### config.mk
export PLATFORM = sky130hd
export DESIGN_NAME = commit_trace_buffer_flat
export DESIGN_NICKNAME = d
export VERILOG_FILES = /design/src/rtl/trace_pkg.sv /design/src/rtl/commit_trace_buffer_if.sv /design/src/rtl/trace_ram.sv /design/src/rtl/commit_trace_buffer.sv /design/src/flat_wrapper.sv
export SDC_FILE = /design/constraint.sdc
export NUM_CORES = 1
export LEC_CHECK = 0
export CAP_MARGIN = 0
export CORE_ASPECT_RATIO = 1.25
export CORE_MARGIN = 2
export CORE_UTILIZATION = 58
export DETAILED_ROUTE_END_ITERATION = 7
export HOLD_SLACK_MARGIN = 0.02
export MAX_ROUTING_LAYER = met4
export PLACE_DENSITY = 0.81
export SYNTH_ARGS = -nofsm -noshare
export SYNTH_HDL_FRONTEND = slang
export SYNTH_SLANG_ARGS = --single-unit
### constraint.sdc
create_clock -name clk -period 19.07 [get_ports clk]
set_clock_uncertainty 0.05 [all_clocks]
set_input_delay 5.721 -clock clk [delete_from_list [all_inputs] [get_ports clk]]
set_output_delay 5.721 -clock clk [all_outputs]
set_load 0.02 [all_outputs]
### src/rtl/trace_pkg.sv
// trace_pkg -- shared types and constants for the commit trace buffer.
//   trace_entry_t : one retired-instruction record (pc, instruction, rd, data)
//   NOP_INSN      : canonical NOP encoding (addi x0,x0,0)
//   *_W           : field widths
package trace_pkg;

    localparam int unsigned PC_W   = 64;
    localparam int unsigned INSN_W = 32;
    localparam int unsigned RD_W   = 5;
    localparam int unsigned DATA_W = 64;

    localparam logic [INSN_W-1:0] NOP_INSN = 32'h0000_0013;

    typedef struct packed {
        logic [PC_W-1:0]   pc;
        logic [INSN_W-1:0] instruction;
        logic [RD_W-1:0]   rd;
        logic [DATA_W-1:0] data;
    } trace_entry_t;

    function automatic logic is_nop(input logic [INSN_W-1:0] insn);
        return insn == NOP_INSN;
    endfunction

endpackage

### src/rtl/commit_trace_buffer_if.sv
// commit_trace_buffer_if -- trace producer / consumer signal bundle.
//   Producer side : trace_valid, pc, instruction, rd, WriteData
//   Consumer side : out_ready (in), out_valid, out_pc, out_instruction,
//                   out_rd, out_data (out)
//   modport master : the environment (drives trace entries and out_ready)
//   modport slave  : the buffer
interface commit_trace_buffer_if;
    import trace_pkg::*;

    logic              trace_valid;
    logic [PC_W-1:0]   pc;
    logic [INSN_W-1:0] instruction;
    logic [RD_W-1:0]   rd;
    logic [DATA_W-1:0] WriteData;

    logic              out_ready;
    logic              out_valid;
    logic [PC_W-1:0]   out_pc;
    logic [INSN_W-1:0] out_instruction;
    logic [RD_W-1:0]   out_rd;
    logic [DATA_W-1:0] out_data;

    modport master (
        output trace_valid, pc, instruction, rd, WriteData, out_ready,
        input  out_valid, out_pc, out_instruction, out_rd, out_data
    );

    modport slave (
        input  trace_valid, pc, instruction, rd, WriteData, out_ready,
        output out_valid, out_pc, out_instruction, out_rd, out_data
    );

endinterface

### src/rtl/trace_ram.sv
// trace_ram -- DEPTH x trace_entry_t storage, no reset.
//   clk   : write clock
//   we    : write enable
//   waddr : write address, wdata : write data
//   raddr : asynchronous read address, rdata : read data
module trace_ram
    import trace_pkg::*;
#(
    parameter int unsigned DEPTH = 8,
    parameter int unsigned AW    = 3
) (
    input  logic          clk,
    input  logic          we,
    input  logic [AW-1:0] waddr,
    input  trace_entry_t  wdata,
    input  logic [AW-1:0] raddr,
    output trace_entry_t  rdata
);

    trace_entry_t mem [DEPTH];

    always_ff @(posedge clk) begin
        if (we) mem[waddr] <= wdata;
    end

    assign rdata = mem[raddr];

endmodule

### src/rtl/commit_trace_buffer.sv
// commit_trace_buffer -- circular FIFO of retired-instruction trace entries.
//   clk        : clock, rising edge
//   reset      : asynchronous active-low reset
//   flush      : synchronous clear of contents, overflow and drop_count
//   bus        : commit_trace_buffer_if.slave (trace in, head entry out)
//   count      : entries held
//   overflow   : sticky, set once any entry has been dropped
//   drop_count : saturating count of dropped entries
// Optional build macro TRACE_NOP_FILTER_EN: NOP retirements are ignored
// (neither stored nor counted as drops).
module commit_trace_buffer
    import trace_pkg::*;
#(
    parameter int unsigned DEPTH  = 8,
    parameter int unsigned DROP_W = 8
) (
    input  logic                    clk,
    input  logic                    reset,
    input  logic                    flush,
    commit_trace_buffer_if.slave    bus,
    output logic [$clog2(DEPTH):0]  count,
    output logic                    overflow,
    output logic [DROP_W-1:0]       drop_count
);

    localparam int unsigned AW = $clog2(DEPTH);
    localparam logic [AW:0] FULL_COUNT = (AW+1)'(DEPTH);

    logic [AW-1:0] wr_ptr, rd_ptr;
    logic          filtered, full, push, pop, drop;
    trace_entry_t  wr_entry, head;

`ifdef TRACE_NOP_FILTER_EN
    assign filtered = is_nop(bus.instruction);
`else
    assign filtered = 1'b0;
`endif

    assign full = (count == FULL_COUNT);
    assign pop  = bus.out_valid && bus.out_ready;
    // A pop in the same cycle frees a slot, so a full buffer still accepts.
    assign push = bus.trace_valid && !filtered && (!full || pop);
    assign drop = bus.trace_valid && !filtered && full && !pop;

    assign wr_entry = '{pc: bus.pc, instruction: bus.instruction,
                        rd: bus.rd, data: bus.WriteData};

    trace_ram #(.DEPTH(DEPTH), .AW(AW)) u_ram (
        .clk   (clk),
        .we    (push && !flush),
        .waddr (wr_ptr),
        .wdata (wr_entry),
        .raddr (rd_ptr),
        .rdata (head)
    );

    always_ff @(posedge clk or negedge reset) begin
        if (!reset) begin
            wr_ptr     <= '0;
            rd_ptr     <= '0;
            count      <= '0;
            overflow   <= 1'b0;
            drop_count <= '0;
        end else if (flush) begin
            wr_ptr     <= '0;
            rd_ptr     <= '0;
            count      <= '0;
            overflow   <= 1'b0;
            drop_count <= '0;
        end else begin
            if (push) wr_ptr <= wr_ptr + AW'(1);
            if (pop)  rd_ptr <= rd_ptr + AW'(1);
            if (push && !pop)      count <= count + (AW+1)'(1);
            else if (pop && !push) count <= count - (AW+1)'(1);
            if (drop) begin
                overflow <= 1'b1;
                if (drop_count != '1) drop_count <= drop_count + DROP_W'(1);
            end
        end
    end

    assign bus.out_valid       = (count != '0);
    assign bus.out_pc          = head.pc;
    assign bus.out_instruction = head.instruction;
    assign bus.out_rd          = head.rd;
    assign bus.out_data        = head.data;

endmodule

### src/flat_wrapper.sv
// flat-port wrapper written by rule: the top's interface ports become plain ports
module commit_trace_buffer_flat import trace_pkg::*;
#(
    parameter int unsigned DEPTH  = 8,
    parameter int unsigned DROP_W = 8
)
  (clk, reset, flush, count, overflow, drop_count, bus_trace_valid, bus_pc, bus_instruction, bus_rd, bus_WriteData, bus_out_ready, bus_out_valid, bus_out_pc, bus_out_instruction, bus_out_rd, bus_out_data);
  commit_trace_buffer_if bus_i ();
  input  logic clk;
  input  logic reset;
  input  logic flush;
  output logic [$clog2(DEPTH):0] count;
  output logic overflow;
  output logic [DROP_W-1:0] drop_count;
  input wire logic [$bits(bus_i.trace_valid)-1:0] bus_trace_valid;
  input wire logic [$bits(bus_i.pc)-1:0] bus_pc;
  input wire logic [$bits(bus_i.instruction)-1:0] bus_instruction;
  input wire logic [$bits(bus_i.rd)-1:0] bus_rd;
  input wire logic [$bits(bus_i.WriteData)-1:0] bus_WriteData;
  input wire logic [$bits(bus_i.out_ready)-1:0] bus_out_ready;
  output wire logic [$bits(bus_i.out_valid)-1:0] bus_out_valid;
  output wire logic [$bits(bus_i.out_pc)-1:0] bus_out_pc;
  output wire logic [$bits(bus_i.out_instruction)-1:0] bus_out_instruction;
  output wire logic [$bits(bus_i.out_rd)-1:0] bus_out_rd;
  output wire logic [$bits(bus_i.out_data)-1:0] bus_out_data;
  assign bus_i.trace_valid = bus_trace_valid;
  assign bus_i.pc = bus_pc;
  assign bus_i.instruction = bus_instruction;
  assign bus_i.rd = bus_rd;
  assign bus_i.WriteData = bus_WriteData;
  assign bus_i.out_ready = bus_out_ready;
  assign bus_out_valid = bus_i.out_valid;
  assign bus_out_pc = bus_i.out_pc;
  assign bus_out_instruction = bus_i.out_instruction;
  assign bus_out_rd = bus_i.out_rd;
  assign bus_out_data = bus_i.out_data;
  commit_trace_buffer #(.DEPTH(DEPTH), .DROP_W(DROP_W)) u_core (.clk(clk), .reset(reset), .flush(flush), .bus(bus_i), .count(count), .overflow(overflow), .drop_count(drop_count));
endmodule
==> qor.yml <==
timing:
  rsz0062_at_grt: "no"
  tns_ns: 0
  worstMarginPinSlew_ns: 1.06
  fin_crit_ns: 10.56
  setup_violations: 0
  fmax_mhz: 94.7
  slew_violations: 0
  max_slew_margin_pct: 29.1
  finalHoldWorstSlack_ns: 0.461
  final_hold_viol_count: 0
  finalCritPeriodShare_pct: 55.4
grt:
  gr-total-overflow: 0
  globalRouteTotalUtil_pct: 24.4
  grt_max_degree: 157
  antenna_found_initial: 15
  grt_pass1_vias: 24300
  grt_pass1_wl_mm: 155
synth:
  synth_area_mm2: 0.0505
  avgSynthCellArea_um2: 24.8
  yosysSeqAreaShare_pct: 79.5
  synth.area.top_cells: "edfxtp_1 79%, mux4_2 15%, mux2_2 3.7%, dfrtp_1 0.94%, clkbuf_1 0.44%"
  synth_nets: 2213
  synth_top_area_share_pct: 78.5
  synth-seq-cells: 1339
  syn_inst: 2037
  yosysTopAreaCell: "edfxtp_1"
  yosys_warnings: 0
  synth_cell_types: 40
route:
  wire_per_inst_um: 27.9
  route.detailed.drc: 0
  ant_nets: 0
  routed_wl_mm: 104
  drtPass1Iterations: 5
  drtIter0Drc: 2012
  vias: 22800
  routed_via_density: 6.12
floorplan:
  start_util_pct: 58.8
  coreArea_mm2: 0.0859
  io_pins: 349
  chipHeight_um: 334
  fp-row-count: 120
  die_w_um: 268
  die_area_mm2: 0.0894
clocking:
  cts_tree: "done"
  cts_buffer_depth: 3
  root_buffer: "clkbuf_16"
  cts_resized: 0
  post_cts_buffers: 0
  clk_pin_slew_ns: 0.06
  cts.sink_count: 1339
  h-tree-depth: 3
  holdBufCountCts: 0
  clock_latency_ns: 0.68
  cts_buffers: 119
setup_path:
  max_stage_delay_ns: 0.90
  path_buf_inv: 3
  worst_r2r_path_depth: 6
  rrSetupSlack_ns: 15.17
  arrival_ns: 4.79
  crit_path_start: "u_core.rd_ptr[0]$_DFFE_PN0P_"
  crit_cells: 5
  start_kind: "register"
  r2r_start: "u_core.count[0]$_DFFE_PN0P_"
  critical_path.top_delay_family: "buffers and inverters"
  path_cells: "buf_4, buf_12, mux4_2, mux2_2, clkdlybuf4s50_1"
  crit_path_end_kind: "output port"
  r2r-end: "u_core.u_ram.mem[0][37]$_DFFE_PP_"
  cp.required_ns: 13.30
  crit_fanout: 112
  cp_slowest_cell: "dfrtp_4"
  path_class: "register to output port"
  crit_end: "bus_out_instruction[17]"
status:
  outcome: "finished, final reports clean"
power_and_ir_drop:
  p_leak_nw: 18.2
  ir_drop_uv: 115
  power.total_mw: 7.51
  powerDensity_mw_per_mm2: 126
finish:
  final_cell_mix: "1320 x edfxtp_1, 348 x clkdlybuf4s50_1, 330 x mux4_2, 167 x mux2_2, 123 x clkbuf_16"
  areaGrowthSynthToFinish_pct: 17.8
  final_layout_size_suffix_gt1_share_pct: 28.4
  final_common_cell: "edfxtp_1"
  final_nets: 2613
  fill_cells: 5016
place:
  routabilityCongestion: 0.771
  dp_hpwl_mm: 52.3
  port_buffers: 348
min_path:
  hp-class: "register to register"
flow_run:
  maxCapViolations: 0
[layer usage]
metal / share of wire, % / GRT usage [%] / up-vias / wire, µm
li1: - / - / 9581 / -
met1: 38 / 29.8 / 12200 / 39600
met2: 53 / 41.2 / 799 / 54400
met3: 6.6 / 4.79 / 162 / 6820
met4: 2.7 / 7.93 / 0 / 2750
met5: 0 / - / - / 0
[power by group]
part	internal, mW	leakage (nW)	switching (mW)
combinational	0.914	4.10	0.806
sequential	3.31	12.2	0.0570
clock	1.38	1.93	1.04
total	5.61	18.2	1.90
[flip-flops by register name, indices dropped and copies added, names as in the netlist]
register,flops
u_core.overflow,1
u_core.drop_count,8
u_core.wr_ptr,3
u_core.rd_ptr,3
u_core.u_ram.mem,1320
u_core.count,4
[how the worst min path moves through the flow]
stage                                 startpoint                      endpoint  slack (ns)  cells after the start
detailed placement   u_core.overflow$_DFFE_PN0P_   u_core.overflow$_DFFE_PN0P_        0.45                      2
CTS                  u_core.overflow$_DFFE_PN0P_   u_core.overflow$_DFFE_PN0P_        0.47                      2
finish               u_core.overflow$_DFFE_PN0P_   u_core.overflow$_DFFE_PN0P_        0.46                      2
global route         u_core.overflow$_DFFE_PN0P_   u_core.overflow$_DFFE_PN0P_        0.51                      2
floorplan           u_core.wr_ptr[0]$_DFFE_PN0P_  u_core.wr_ptr[0]$_DFFE_PN0P_        0.50                      2
global placement     u_core.overflow$_DFFE_PN0P_   u_core.overflow$_DFFE_PN0P_        0.43                      2
[synthesized netlist by cell type]
library cell / number
dfrtp_1: 19
ha_1: 5
mux4_2: 330
mux2i_1: 3
o21ai_1: 1
buf_2: 30
nor4_1: 1
nor3_1: 7
inv_1: 7
a21oi_1: 10
a21o_1: 1
or4_4: 1
o41ai_1: 2
and4_1: 1
nand2b_1: 5
nor4b_1: 1
o31ai_1: 1
mux2_2: 167
nor2_1: 16
nor2b_1: 4
xnor2_1: 2
nand3_1: 5
nand2_1: 9
a31oi_1: 1
o211ai_1: 2
xor2_1: 3
buf_1: 6
clkbuf_1: 59
nor3b_1: 1
a211oi_1: 1
and2_1: 1
o21ai_0: 3
and3_1: 3
a311oi_1: 1
fa_1: 1
nand3b_1: 2
or3_1: 3
edfxtp_1: 1320
o41a_1: 1
or4_1: 1
[stage by stage]
step | instances | setup WS, ns | utilization, % | instance area (µm²)
finish | 3716 | 8.51 | 69.2 | 59400
global route | 3714 | 8.13 | 69.2 | 59400
global placement | 3475 | 9.17 | 64.5 | 55400
CTS | 3699 | 8.37 | 69.2 | 59400
detailed placement | 3475 | 9.12 | 64.5 | 55400
floorplan | 2037 | 0.554 | - | 50500
[cell type report]
type | instances | area (µm²) | area share (%)
flip-flops and latches | 1339 | 40100 | 67.5
multi-input cells | 596 | 9990 | 16.8
repair buffers | 374 | 3820 | 6.42
clock buffers | 138 | 3130 | 5.27
well taps | 1159 | 1450 | 2.44
clock inverters | 86 | 861 | 1.45
diodes | 17 | 42.5 | 0.0716
inverters | 7 | 26.3 | 0.0442
[worst min-delay path, delay by kind of cell (launching register included)]
family | cells | cell delay [ns]
DFF | 1 | 0.34
and+or+nand+nor | 2 | 0.13
[cells by family after synthesis]
logic type | share of synthesized area, %
xor gates and xnor gates | 0.0868
muxes | 18.5
and+or+nand+nor | 0.632
buffers and inverters | 0.833
DFF | 79.5
AOI/OAI and AO/OA | 0.300
adders and majority gates | 0.164
(Power assumes the default switching activity.)
